$ cat config.mk
export PLATFORM = sky130hd
export DESIGN_NAME = regfile_mp_flat
export DESIGN_NICKNAME = d
export VERILOG_FILES = /design/src/rtl/regfile_pkg.sv /design/src/rtl/regfile_mp_if.sv /design/src/rtl/regfile_mp_clrseq.sv /design/src/rtl/regfile_mp.sv /design/src/flat_wrapper.sv
export SDC_FILE = /design/constraint.sdc
export NUM_CORES = 1
export LEC_CHECK = 0
export ABC_AREA = 1
export CORE_MARGIN = 2
export CORE_UTILIZATION = 63
export CTS_CLUSTER_SIZE = 40
export DETAILED_ROUTE_END_ITERATION = 6
export PLACE_DENSITY = 0.86
export RECOVER_POWER = 100
export SYNTH_ARGS = -nofsm -noshare
export SYNTH_HDL_FRONTEND = slang
export SYNTH_SLANG_ARGS = --single-unit
$ cat constraint.sdc
create_clock -name clk -period 3.8 [get_ports clk]
set_clock_uncertainty 0.15 [all_clocks]
set_input_delay 0.38 -clock clk [delete_from_list [all_inputs] [get_ports clk]]
set_output_delay 0.38 -clock clk [all_outputs]
set_load 0.005 [all_outputs]
$ cat src/rtl/regfile_pkg.sv
// Shared definitions for the multi-port register file: clear-sequencer
// state encoding and helpers for slicing the flattened read-port buses.
package regfile_pkg;

  typedef enum logic {
    ST_IDLE  = 1'b0,
    ST_CLEAR = 1'b1
  } clr_state_t;

  // LSB position of port k inside a flattened bus of w-bit lanes
  function automatic int slice_lo(input int k, input int w);
    return k * w;
  endfunction

endpackage

$ cat src/rtl/regfile_mp_if.sv
// Register-file bus: one write port, NREAD flattened read ports, clear/busy.
interface regfile_mp_if #(
  parameter int DWIDTH = 16,
  parameter int AWIDTH = 3,
  parameter int NREAD  = 2
);
  logic                      clr;
  logic                      busy;
  logic                      we;
  logic [AWIDTH-1:0]         wsel;
  logic [DWIDTH-1:0]         wdata;
  logic [NREAD*AWIDTH-1:0]   rsel;
  logic [NREAD*DWIDTH-1:0]   rdata;

  modport master (output clr, we, wsel, wdata, rsel, input busy, rdata);
  modport slave  (input clr, we, wsel, wdata, rsel, output busy, rdata);
endinterface

$ cat src/rtl/regfile_mp_clrseq.sv
// Clear sequencer: walks idx over every entry after reset or a clr request.
//
// state    | meaning
// ST_CLEAR | writing CLRVAL to entry idx, busy high
// ST_IDLE  | clear done, user writes accepted
module regfile_mp_clrseq
  import regfile_pkg::*;
#(
  parameter int AWIDTH = 3
) (
  input  logic              clk,
  input  logic              reset,
  input  logic              clr,
  output logic              busy,
  output logic              clr_we,
  output logic [AWIDTH-1:0] clr_addr
);

  localparam logic [AWIDTH-1:0] IDX_LAST = '1;

  clr_state_t        state, state_nxt;
  logic [AWIDTH-1:0] idx, idx_nxt;

  always_ff @(posedge clk or posedge reset) begin
    if (reset) begin
      state <= ST_CLEAR;
      idx   <= '0;
    end else begin
      state <= state_nxt;
      idx   <= idx_nxt;
    end
  end

  always_comb begin
    state_nxt = state;
    idx_nxt   = idx;
    case (state)
      ST_IDLE: begin
        if (clr) begin
          state_nxt = ST_CLEAR;
          idx_nxt   = '0;
        end
      end
      ST_CLEAR: begin
        // a clr during the walk restarts it, so the walk always ends DEPTH cycles after the last request
        if (clr) begin
          idx_nxt = '0;
        end else begin
          idx_nxt = idx + AWIDTH'(1);
          if (idx == IDX_LAST) state_nxt = ST_IDLE;
        end
      end
      default: begin
        state_nxt = ST_CLEAR;
        idx_nxt   = '0;
      end
    endcase
  end

  assign busy     = (state == ST_CLEAR);
  assign clr_we   = busy;
  assign clr_addr = idx;

endmodule

$ cat src/rtl/regfile_mp.sv
// Multi-port register file: NREAD combinational reads, one synchronous write,
// built-in clear walk. REGFILE_MP_BYPASS_EN enables same-cycle write-through.
module regfile_mp
  import regfile_pkg::*;
#(
  parameter int                 DWIDTH  = 16,
  parameter int                 AWIDTH  = 3,
  parameter int                 NREAD   = 2,
  parameter logic [DWIDTH-1:0]  CLRVAL  = '0,
  parameter bit                 ZERO_R0 = 1'b0
) (
  input  logic         clk,
  input  logic         reset,
  regfile_mp_if.slave  bus
);

  localparam int DEPTH = 1 << AWIDTH;

  logic [DWIDTH-1:0] mem [DEPTH];
  logic              busy;
  logic              clr_we;
  logic [AWIDTH-1:0] clr_addr;

  regfile_mp_clrseq #(.AWIDTH(AWIDTH)) u_clrseq (
    .clk      (clk),
    .reset    (reset),
    .clr      (bus.clr),
    .busy     (busy),
    .clr_we   (clr_we),
    .clr_addr (clr_addr)
  );

  assign bus.busy = busy;

  // the clear walk owns the array while busy, so user writes are simply dropped
  always_ff @(posedge clk) begin
    if (clr_we) begin
      mem[clr_addr] <= CLRVAL;
    end else if (bus.we && !(ZERO_R0 && bus.wsel == '0)) begin
      mem[bus.wsel] <= bus.wdata;
    end
  end

  logic [AWIDTH-1:0]       ra;
  logic [DWIDTH-1:0]       rd;
  logic [NREAD*DWIDTH-1:0] rdata_flat;

  always_comb begin
    rdata_flat = '0;
    ra         = '0;
    rd         = '0;
    for (int k = 0; k < NREAD; k++) begin
      ra = bus.rsel[slice_lo(k, AWIDTH) +: AWIDTH];
      rd = mem[ra];
`ifdef REGFILE_MP_BYPASS_EN
      if (bus.we && ra == bus.wsel) rd = bus.wdata;
`endif
      if (busy || (ZERO_R0 && ra == '0)) rd = '0;
      rdata_flat[slice_lo(k, DWIDTH) +: DWIDTH] = rd;
    end
  end

  assign bus.rdata = rdata_flat;

endmodule

$ cat src/flat_wrapper.sv
// flat-port wrapper written by rule: the top's interface ports become plain ports
module regfile_mp_flat import regfile_pkg::*;
#(
  parameter int                 DWIDTH  = 16,
  parameter int                 AWIDTH  = 3,
  parameter int                 NREAD   = 2,
  parameter logic [DWIDTH-1:0]  CLRVAL  = '0,
  parameter bit                 ZERO_R0 = 1'b0
)
  (clk, reset, bus_clr, bus_we, bus_wsel, bus_wdata, bus_rsel, bus_busy, bus_rdata);
  regfile_mp_if #(.DWIDTH(DWIDTH), .AWIDTH(AWIDTH), .NREAD(NREAD)) bus_i ();
  input  logic clk;
  input  logic reset;
  input wire logic [$bits(bus_i.clr)-1:0] bus_clr;
  input wire logic [$bits(bus_i.we)-1:0] bus_we;
  input wire logic [$bits(bus_i.wsel)-1:0] bus_wsel;
  input wire logic [$bits(bus_i.wdata)-1:0] bus_wdata;
  input wire logic [$bits(bus_i.rsel)-1:0] bus_rsel;
  output wire logic [$bits(bus_i.busy)-1:0] bus_busy;
  output wire logic [$bits(bus_i.rdata)-1:0] bus_rdata;
  assign bus_i.clr = bus_clr;
  assign bus_i.we = bus_we;
  assign bus_i.wsel = bus_wsel;
  assign bus_i.wdata = bus_wdata;
  assign bus_i.rsel = bus_rsel;
  assign bus_busy = bus_i.busy;
  assign bus_rdata = bus_i.rdata;
  regfile_mp #(.DWIDTH(DWIDTH), .AWIDTH(AWIDTH), .NREAD(NREAD), .CLRVAL(CLRVAL), .ZERO_R0(ZERO_R0)) u_core (.clk(clk), .reset(reset), .bus(bus_i));
endmodule
Word-level counts from Yosys, hierarchy flattened
Memories as Yosys holds them, arrays and structs flattened.
Index checks and enable logic that the tools add are counted.
{ "classes": {"n_addsub": 1, "n_eq_ne": 2, "muxes": 17, "n_bitwise": 1, "n_reduce_logical": 1} }
{ "op_table": {"columns": ["cell", "n"], "rows": [
  ["$mux 16", 3],
  ["$reduce_or 16->1", 1],
  ["$mux 1", 9],
  ["$mux 3", 3],
  ["$pmux 3 s2", 1],
  ["$add 3x1->3 const B", 1],
  ["$eq 3x3->1 const B", 1],
  ["$ne 2x2->1 const B", 1],
  ["$pmux 1 s2", 1],
  ["$not 1->1", 1]
]} }
{ "word_totals": {"regBits": 4, "ram_bits": 128, "out_inout_bits": 33, "wordCells": 25, "memories": 1} }
{ "mem_list": {"columns": ["name", "words", "width", "read_ports", "rd_clocked_by_memory_dff", "write_ports", "line_no", "source"], "rows": [
  ["u_core.mem", 8, 16, 2, 0, 1, "regfile_mp.sv:19", "logic [DWIDTH-1:0] mem [DEPTH];"]
]} }

Longest topological paths before layout
Gate-level depths: netlist of the first run.
{ "depth": {"depth_word": 5, "ltp_mapped": 7, "mapped_depth_nobuf": 7} }

Modules after synthesis
A second synthesis of the first run with hierarchy kept.
{ "unflattened": {"cells_unflattened": 937, "hier_area_um2": 7412.1} }
{ "modules_own_cells": {"columns": ["mod", "instances", "cells_each", "area_each_um2", "seq_area_each_um2"], "rows": [
  ["regfile_mp", 1, 916, 7219.4, 3843.7],
  ["regfile_mp_clrseq", 1, 21, 192.7, 101.3]
]} }

Worst setup path before layout of the first run
Ideal clock, no wire load.
{ "synth_path": {"path_type": "register to register", "start": "register u_core.u_clrseq.state, in the netlist u_core.u_clrseq.busy", "end": "memory u_core.mem[6][0], enable pin", "arrival_time_ns": 1.753, "t_required_ns": 3.262, "setup_slack_ns": 1.508, "path_stages_with_launch": 8, "synth_period_minus_slack_ns": 2.292, "cell_sequence": "dfstp_2 -> inv_2 -> nand2_4 -> buf_6 -> nand2_4 -> o21ai_2 -> nand2_2 -> nor2_1"} }
{ "synth_between": {"elab_chain_cells": 4, "word_cells_on_any_way": 7, "classes_between": "mux: 6; reduce/logical: 1"} }
{ "synth_rtl": {"columns": ["element", "line_no", "source"], "rows": [
  ["from (decl)", "regfile_mp_clrseq.sv:21", "clr_state_t state, state_nxt;"],
  ["from (signal assigned)", "regfile_mp_clrseq.sv:29", "state <= state_nxt;"],
  ["$mux 1", "regfile_mp.sv:37", "if (clr_we) begin"],
  ["$mux 1 (implied by the code)", "regfile_mp.sv:40", "mem[bus.wsel] <= bus.wdata;"],
  ["$reduce_or 16->1 (no source line)", null, null],
  ["$mux 3 (no source line) or $mux 1 (tied branches)", null, null],
  ["to (decl)", "regfile_mp.sv:19", null]
]} }
Several ways; a longest one is shown, not always the timed one.

Worst setup path after layout of the first run
{ "layout_path": {"start": "input port bus_rsel[4]", "end": "output port bus_rdata[28]"} }
{ "layout_between": {"elab_chain_cells": 2} }
{ "layout_rtl": {"columns": ["element", "line_no", "source"], "rows": [
  ["from (decl)", "flat_wrapper.sv:18", "input wire logic [$bits(bus_i.rsel)-1:0] bus_rsel;"],
  ["$mem_v2 8x16", null, null],
  ["$mux 16", "regfile_mp.sv:58", "if (busy || (ZERO_R0 && ra == '0)) rd = '0;"],
  ["to (decl)", "flat_wrapper.sv:20", "output wire logic [$bits(bus_i.rdata)-1:0] bus_rdata;"]
]} }
Every way passes these cells.

==> results of run 1 <==
[cell type report]
cell class,instances,area [sq um]
clock inverters,15,189
inverters,157,589
multi-input cells,592,2480
repair buffers,86,787
fillers,787,2720
clock buffers,17,425
well taps,143,179
flip-flops and latches,132,3950
[cell families after synthesis]
logic type	count (synthesis)	synth area share (%)
simple gates	582	33.1
fa+ha+maj	2	0.344
buf+inv	208	11.6
compound gates	8	0.706
flops	132	54.3
[sequential cells by signal, summed over array words and instances (netlist names)]
register                  count
u_core.mem                  128
u_core.u_clrseq.busy          1
u_core.u_clrseq.clr_addr      3
[path summary, 6_finish.rpt]
check                      slack (ns)                          end
min reg2reg                      0.44  u_core.u_clrseq.clr_addr[1]
max reg2reg                      0.60            u_core.mem[7][14]
max                              0.50                bus_rdata[28]
min                              0.44  u_core.u_clrseq.clr_addr[1]
min in group asynchronous        0.68  u_core.u_clrseq.clr_addr[1]
max in group asynchronous        2.59         u_core.u_clrseq.busy
[stage by stage]
stage / hold slack, ns / cell area [sq um] / power (mW)
after floorplan: -0.00464 / 7270 / 2.00
after global placement: 0.419 / 8000 / 2.12
after detailed placement: 0.428 / 8000 / 2.13
after CTS: 0.443 / 8630 / 3.82
after global routing: 0.496 / 8600 / 3.93
final: 0.438 / 8600 / 3.83
[per-layer routing]
layer  vias to the layer above  routed length [um]  track usage, %
met5                         -                   0               0
met1                      2908                6960            39.1
li1                       3021                   -               -
met2                       464                9320            51.5
met3                        77                2200            6.26
met4                         0                 614            13.3
[cell usage in the layout (no fill, tap or decap), drive strengths merged]
cell type / netlist / layout
bufinv: 0 / 4
dlygate4sd3: 0 / 29
clkinv: 0 / 9
inv: 157 / 157
buf: 36 / 17
clkinvlp: 0 / 2
o211ai: 1 / 1
dfstp: 1 / 1
nand3: 163 / 163
clkbuf: 15 / 26
nand2: 329 / 329
dfrtp: 3 / 3
or2: 1 / 1
nor2: 89 / 89
edfxtp: 128 / 128
clkdlybuf4s50: 0 / 31
o21ai: 7 / 7
ha: 2 / 2
[where the power goes]
part           total [mW]  switching [mW]  internal (mW)
registers            1.69          0.0219           1.67
clock network        1.70           0.616           1.09
logic               0.429           0.294          0.136
[timing repair]
| item | in CTS | in global routing |
|---|---|---|
| setup endpoints to repair | 0 | 0 |
| hold buffers | 1 | 0 |
| buffers inserted | 0 | 0 |
| hold endpoints to repair | 3 | 0 |
[worst max-delay path, stage by stage]
cell,delay (ns)
clkdlybuf4s50_1,0.44
inv_1,0.14
clkbuf_2,0.65
nand3_1,0.22
nand3_1,0.13
nand2_1,0.06
nor2_1,0.19
clkdlybuf4s50_1,0.53
==> flow_summary.json, run 1 <==
{
  "synth_top_area_share_pct": 52.9,
  "drtPass1Iterations": 5,
  "drive_gt1_share_pct": 6.11,
  "grt_pass1_vias": 6173,
  "fp.dieH_um": 111,
  "overflow": 0,
  "clk_pin_slew_worst_paths_ns": 0.05,
  "syn-mean-instance-area_sq_um": 7.80,
  "yosysUniqueCellTypes": 21,
  "drv_slew": 0,
  "yosysMostFrequentCell": "nand2_1",
  "grt_max_degree": 65,
  "path_max_fanout": 28,
  "max_freq_mhz": 303,
  "dieWidth_um": 111,
  "wl_mm": 19.1,
  "place.gp.congestion": 0.815,
  "hold_depth": 2,
  "hold_violations": 0,
  "cts_max_path_buffers": 2,
  "synth_warnings": 0,
  "cp-end-kind": "primary output",
  "synth_ff_type": "edfxtp_1",
  "arrival_ns": 2.77,
  "port_buffers": 61,
  "grt_setup_unrepaired": "false",
  "synth-edff-count": 128,
  "rr_startpoint": "u_core.u_clrseq.busy",
  "hold_class": "reg2reg",
  "die-area_sq_mm": 0.0124,
  "track_usage_pct": 30.7,
  "cts_made_buffers": 17,
  "nets": 1017,
  "start_util_pct": 64.2,
  "drv_cap": 0,
  "synth_largest_area_cell": "edfxtp_1",
  "io_pins": 62,
  "synth_area_leaders": "edfxtp_1, nand2_1, nand3_1, inv_1, nor2_1",
  "setup_viol": 0,
  "core_region_area_sq_mm": 0.0113,
  "async_flop_share_pct": 3.03,
  "worst_pin_slew_ns": 0.866,
  "crit_path_start": "bus_rsel[4]",
  "cts_sinks": 132,
  "drt_iter0_drc": 792,
  "wire_per_inst_um": 16.7,
  "synth_common_cells": "nand2_1, nand3_1, inv_1",
  "avgViaCountPerCell": 5.67,
  "finalCritPeriodShare_pct": 86.8,
  "syn_area_sq_mm": 0.00727,
  "synth_cells": 932,
  "p_leak_nw": 4.11,
  "fin_util_pct": 76.0,
  "period_minus_slack_ns": 3.30,
  "antenna_found_initial": 0,
  "n_antenna_cell": 0,
  "holdCritStartpoint": "u_core.u_clrseq.clr_addr[1]",
  "root_buffer": "clkbuf_16",
  "critical_path_class": "in2out",
  "vdd_drop_max_mv": 0.340,
  "fp-row-count": 39,
  "post-place-cells": 1109,
  "ant_nets": 0,
  "p_per_area_mw_per_mm2": 445,
  "synth_fp_nets": 963,
  "startpoint_type": "input pin",
  "status": "finished, final reports clean",
  "tns_ns": 0,
  "num_vias": 6470,
  "place_ws_ns": 1.01,
  "r2r_cells": 8,
  "area_growth_pct": 18.3,
  "post_cts_resized": 0,
  "slew_headroom_pct": 42.2,
  "cts_tree": "yes",
  "ys_seq_area_share_pct": 54.3,
  "ctsHtreeMaxLevel": 4,
  "drc_errors": 0,
  "clock_latency_ns": 0.41,
  "synth_seq_cells": 132,
  "cp.required_ns": 3.27,
  "grt_pass1_wl_mm": 29.9,
  "fin_cells": 1142,
  "dpl.hpwl_mm": 10.5,
  "setup_ws_ns": 0.501
}
Note: power is estimated with default switching activity, not from simulation.
==> run 2: changes to the inputs <==
--- a/config.mk
+++ b/config.mk
@@ -14,4 +14,5 @@
 export RECOVER_POWER = 100
 export SYNTH_ARGS = -nofsm -noshare
 export SYNTH_HDL_FRONTEND = slang
+export SYNTH_HIERARCHICAL = 1
 export SYNTH_SLANG_ARGS = --single-unit
==> flow_summary.json, run 2 <==
{
  "start_util_pct": 64.6,
  "multi_input_area_sq_mm": 0.00247,
  "power_frac_seq_pct": 46.1,
  "slew_headroom_pct": 32.9,
  "placed_area_sq_mm": 0.00795,
  "nets": 1018,
  "synth-edff-count": 128,
  "cts_made_buffers": 17,
  "drt_iter0_drc": 872,
  "track_usage_pct": 30.8,
  "synth_area_leaders": "edfxtp_1, nand2_1, nand3_1, inv_1, nor2_1",
  "grt_max_degree": 65,
  "worst_pin_slew_ns": 1.00,
  "setup_ws_ns": 0.615,
  "ys_seq_area_share_pct": 53.2,
  "vdd_drop_max_mv": 0.283,
  "drc_errors": 0,
  "ant_nets": 0,
  "avgViaCountPerCell": 5.66,
  "design_area_sq_mm": 0.00847,
  "grt_setup_unrepaired": "false",
  "ff_latch_area_sq_mm": 0.00395,
  "clk_pin_slew_worst_paths_ns": 0.05,
  "power_switching_mw": 0.852,
  "syn-mean-instance-area_sq_um": 7.91,
  "cp-end-kind": "flop",
  "place_ws_ns": 0.929,
  "grt_pass1_vias": 6245,
  "drive_gt1_share_pct": 4.62,
  "tns_ns": 0,
  "fp-row-count": 39,
  "rr_startpoint": "u_core/u_clrseq/busy",
  "port_buffers": 61,
  "status": "finished, final reports clean",
  "core_region_area_sq_mm": 0.0115,
  "cp.required_ns": 3.69,
  "hold_violations": 0,
  "drv_cap": 0,
  "num-fill-cells": 814,
  "cts_tree": "yes",
  "p_total_mw": 3.64,
  "drtPass1Iterations": 7,
  "p_sw_share_pct": 23.4,
  "async_flop_share_pct": 3.03,
  "yosysUniqueCellTypes": 20,
  "synth_fp_nets": 968,
  "regMostFlops": "u_core/mem",
  "area_growth_pct": 14.3,
  "critical_path_class": "reg2reg",
  "die-area_sq_mm": 0.0126,
  "p_comb_share_pct": 11.3,
  "final_common_cell": "nand2_1",
  "wl_mm": 19.1,
  "place.gp.congestion": 0.795,
  "clock_latency_ns": 0.41,
  "synth_cells": 937,
  "largest_reg_flops": 128,
  "io_pins": 62,
  "drv_slew": 0,
  "synth_largest_area_cell": "edfxtp_1",
  "synth_seq_cells": 132,
  "startpoint_type": "flop",
  "arrival_ns": 3.08,
  "final_cell_mix": "nand2_1, nand3_1, inv_1",
  "synth_top_area_share_pct": 51.9,
  "synth_common_cells": "nand2_1, nand3_1, inv_1",
  "hold_class": "reg2reg",
  "fp.dieH_um": 112,
  "synth_ff_type": "edfxtp_1",
  "cts_max_path_buffers": 2,
  "ctsHtreeMaxLevel": 4,
  "wire_per_inst_um": 16.7,
  "syn_area_sq_mm": 0.00741,
  "hold_end": "u_core/u_clrseq/clr_addr[2]",
  "n_antenna_cell": 0,
  "r2r_cells": 7,
  "synth_warnings": 6,
  "setup_viol": 0,
  "grt_pass1_wl_mm": 30.2,
  "period_minus_slack_ns": 3.18,
  "finalCritPeriodShare_pct": 83.8,
  "p_per_area_mw_per_mm2": 429,
  "antenna_found_initial": 0,
  "hold_depth": 2,
  "worstReg2RegEnd": "u_core/mem[5][7]",
  "p_leak_nw": 4.11,
  "path_max_fanout": 23,
  "dieWidth_um": 112,
  "num_vias": 6448,
  "yosysMostFrequentCell": "nand2_1",
  "intPower_mw": 2.79,
  "dpl.hpwl_mm": 10.6,
  "root_buffer": "clkbuf_16",
  "overflow": 0,
  "postCtsSetupRepairBufs": 0,
  "regToRegSetupSlack_ns": 0.62,
  "cts_sinks": 132,
  "max_freq_mhz": 314,
  "clockPowerShare_pct": 42.5,
  "holdCritStartpoint": "u_core/u_clrseq/clr_addr[2]"
}
## run 2: cell count changes in the layout (fill, tap and decap cells not counted), sizes merged
cell | previous run | this run
nand2 | 329 | 336
clkdlybuf4s50 | 31 | 27
dlygate4sd3 | 29 | 33
o21ai | 7 | 3
buf | 17 | 14
clkinv | 9 | 7
clkinvlp | 2 | 0
a21oi | 0 | 1
bufinv | 4 | 3
clkbuf | 26 | 27
nand3 | 163 | 162
nor2 | 89 | 90
## run 2: kinds of logic after synthesis
group | synth area share (%)
adders and majority gates | 0.338
DFF | 53.2
AOI/OAI and AO/OA | 0.371
and+or+nand+nor | 32.7
buffers and inverters | 13.4
## run 2: metrics by stage
stage	hold WS (ns)	utilization [%]	instances
floorplan	-0.00464	-	937
detailed placement	0.355	69.3	1110
global route	0.385	73.9	1139
CTS	0.368	74.1	1139
global placement	0.351	69.3	1110
finish	0.368	73.9	1139
## run 2: worst max path at each step
stage	from	end	slack (ns)	cells past startpoint
after detailed placement	bus_rsel[1]	bus_rdata[4]	0.93	7
after CTS	bus_rsel[1]	bus_rdata[4]	0.85	7
final	u_core/u_clrseq/busy	u_core/mem[5][7]	0.62	7
after global routing	u_core/u_clrseq/busy	u_core/mem[5][9]	0.37	7
after floorplan	u_core/u_clrseq/busy	u_core/mem[6][0]	1.38	8
after global placement	bus_rsel[1]	bus_rdata[4]	0.94	7
## run 2: area by class of cell
type,count,share of cell area [%]
clock inverters,10,1.39
well taps,143,2.11
clock buffers,18,5.07
flip-flops and latches,132,46.6
multi-input cells,596,29.1
repair buffers,83,8.76
inverters,157,6.96
## run 2: per-layer routing
metal | share of wire, % | track usage, % | vias up
met5 | 0 | 0 | -
met4 | 3.0 | 15.4 | 0
met3 | 11 | 6.80 | 65
met2 | 49 | 50.6 | 430
met1 | 37 | 38.9 | 2931
li1 | - | - | 3022
## run 2: worst max-delay path, cell delays in order (launching register included)
cell and delay, ns:
dfstp_1 0.64, inv_1 0.06, nand2_1 0.74, o21ai_0 0.30, inv_1 0.13, nand2_1 0.07
nor2_1 0.14, clkbuf_1 0.57
## run 2: power by group through the flow
stage	logic, mW	registers [mW]	clock network (mW)
2_1_floorplan	0.292	1.70	0
3_3_place_gp	0.389	1.70	0
3_5_place_dp	0.401	1.70	0
4_1_cts	0.409	1.68	1.55
5_1_grt	0.453	1.68	1.61
6_report	0.412	1.68	1.55
## run 2: what timing repair did
| action | 4_1_cts | 5_1_grt |
|---|---|---|
| setup endpoints to repair | 0 | 0 |
| hold buffers | 1 | 0 |
| hold endpoints to repair | 3 | 0 |
| gates resized for setup | 0 | 0 |
==> run 3: changes to the inputs <==
--- a/config.mk
+++ b/config.mk
@@ -7,10 +7,10 @@
 export LEC_CHECK = 0
 export ABC_AREA = 1
 export CORE_MARGIN = 2
-export CORE_UTILIZATION = 63
+export CORE_UTILIZATION = 53
 export CTS_CLUSTER_SIZE = 40
 export DETAILED_ROUTE_END_ITERATION = 6
-export PLACE_DENSITY = 0.86
+export PLACE_DENSITY = 0.77
 export RECOVER_POWER = 100
 export SYNTH_ARGS = -nofsm -noshare
 export SYNTH_HDL_FRONTEND = slang
==> constraint.sdc (replaced) <==
create_clock -name clk -period 2.6 [get_ports clk]
set_clock_uncertainty 0.15 [all_clocks]
set_input_delay 0.26 -clock clk [delete_from_list [all_inputs] [get_ports clk]]
set_output_delay 0.26 -clock clk [all_outputs]
set_load 0.005 [all_outputs]
==> flow_summary.json, run 3 (same netlist as run 2, synthesis figures left out) <==
{
  "status": "finished, final reports clean",
  "finalCritPeriodShare_pct": 96.3,
  "drc_errors": 0,
  "die-area_sq_mm": 0.0149,
  "fin_util_pct": 64.1,
  "drt_iter0_drc": 607,
  "r2r_cells": 4,
  "avgViaCountPerCell": 5.31,
  "drv_slew": 0,
  "max_freq_mhz": 399,
  "ant_nets": 0,
  "antenna_found_initial": 0,
  "nets": 1031,
  "fp.dieH_um": 122,
  "dpl.hpwl_mm": 11.3,
  "drive_gt1_share_pct": 6.71,
  "cts_tree": "yes",
  "final_common_cell": "nand2_1",
  "overflow": 0,
  "clockPowerShare_pct": 44.1,
  "num_vias": 6332,
  "tns_ns": 0,
  "power_frac_seq_pct": 44.3,
  "vdd_drop_max_mv": 0.502,
  "ctsHtreeMaxLevel": 4,
  "area_growth_pct": 19.0,
  "wire_per_inst_um": 15.9,
  "clock_latency_ns": 0.41,
  "cts_sinks": 132,
  "hold_class": "in2reg",
  "clk_pin_slew_worst_paths_ns": 0.06,
  "hold_depth": 3,
  "regMostFlops": "u_core/mem",
  "power_switching_mw": 1.28,
  "wl_mm": 18.9,
  "fp-row-count": 43,
  "p_total_mw": 5.53,
  "track_usage_pct": 26.7,
  "cp-end-kind": "primary output",
  "largest_reg_flops": 128,
  "setup_viol": 0,
  "regToRegSetupSlack_ns": 0.20,
  "hold_violations": 0,
  "placed_area_sq_mm": 0.00824,
  "n_antenna_cell": 0,
  "p_per_area_mw_per_mm2": 627,
  "rr_startpoint": "u_core/u_clrseq/busy",
  "root_buffer": "clkbuf_16",
  "cp.required_ns": 2.19,
  "startpoint_type": "input pin",
  "path_max_fanout": 8,
  "hold_end": "u_core/u_clrseq/busy",
  "postCtsSetupRepairBufs": 0,
  "p_comb_share_pct": 11.6,
  "cts_made_buffers": 17,
  "critical_path_class": "in2out",
  "grt_max_degree": 65,
  "start_util_pct": 53.8,
  "slew_headroom_pct": 48.7,
  "drv_cap": 0,
  "post-place-cells": 1160,
  "place.gp.congestion": 0.798,
  "fin_cells": 1193,
  "worst_pin_slew_ns": 0.770,
  "core_region_area_sq_mm": 0.0138,
  "port_buffers": 61,
  "arrival_ns": 2.09,
  "worstReg2RegEnd": "u_core/mem[5][7]",
  "p_leak_nw": 4.14,
  "grt_pass1_vias": 6078,
  "drtPass1Iterations": 6,
  "holdCritStartpoint": "bus_clr",
  "cts_max_path_buffers": 2,
  "design_area_sq_mm": 0.00882,
  "io_pins": 62,
  "final_cell_mix": "nand2_1, nand3_1, inv_1",
  "dieWidth_um": 122,
  "grt_pass1_wl_mm": 30.1,
  "p_sw_share_pct": 23.1,
  "intPower_mw": 4.25,
  "grt_setup_unrepaired": "false",
  "period_minus_slack_ns": 2.50
}
-- run 3: cell types whose count changed in the layout (fill, tap and decap cells not counted) --
cell | before | now
buf_12 | 0 | 12
buf_2 | 2 | 3
buf_4 | 12 | 6
clkbuf_1 | 4 | 6
clkbuf_2 | 6 | 10
clkbuf_4 | 0 | 2
clkbuf_8 | 0 | 4
clkdlybuf4s50_1 | 27 | 56
clkinv_1 | 6 | 0
clkinv_2 | 1 | 2
clkinvlp_4 | 0 | 3
dlygate4sd3_1 | 33 | 4
nand2_1 | 336 | 335
nand2_2 | 0 | 1
-- run 3: repair_timing --
| item | CTS | global route |
|---|---|---|
| gates resized for setup | 0 | 0 |
| hold buffers | 1 | 0 |
| hold endpoints to repair | 3 | 0 |
-- run 3: layout make-up --
type	instances	area, sq um
fillers	1144	4950
inverters	157	589
clock inverters	8	123
repair buffers	96	977
clock buffers	24	492
well taps	180	225
multi-input cells	596	2470
flip-flops and latches	132	3950
-- run 3: stage by stage --
stage | hold WS, ns | setup WS [ns]
global route | 0.366 | 0.0342
floorplan | -0.125 | 0.185
global placement | 0.306 | 0.195
detailed placement | 0.321 | 0.153
finish | 0.329 | 0.0957
CTS | 0.320 | 0.138
-- run 3: layer usage --
layer / wire [um] / track usage (%) / vias up
li1: - / - / 3044
met1: 7580 / 34.6 / 2882
met2: 9200 / 44.5 / 354
met3: 1650 / 4.55 / 52
met4: 493 / 11.4 / 0
met5: 0 / 0 / -
-- run 3: how the worst max path moves through the flow --
stage,slack (ns),startpoint,cells after the start,endpoint
6_report,0.1,bus_rsel[1],8,bus_rdata[2]
5_1_grt,0.03,u_core/u_clrseq/busy,5,bus_rdata[28]
4_1_cts,0.14,bus_rsel[4],7,bus_rdata[31]
3_5_place_dp,0.15,bus_rsel[4],7,bus_rdata[31]
3_3_place_gp,0.20,bus_rsel[4],8,bus_rdata[18]
2_1_floorplan,0.18,u_core/u_clrseq/busy,8,u_core/mem[6][0]
-- run 3: power by group through the flow --
stage / Sequential, mW / Clock, mW / Combinational (mW)
after floorplan: 2.49 / 0 / 0.427
after global placement: 2.49 / 0 / 0.623
after detailed placement: 2.49 / 0 / 0.632
after CTS: 2.45 / 2.47 / 0.643
after global routing: 2.46 / 2.58 / 0.710
final: 2.45 / 2.44 / 0.644
-- run 3: critical path, stage by stage --
cell and delay [ns]:
clkdlybuf4s50_1 0.51, inv_2 0.14, clkbuf_4 0.22, nand3_1 0.10, nand3_1 0.08, nand2_1 0.05, nor2_1 0.18, clkdlybuf4s50_1 0.55
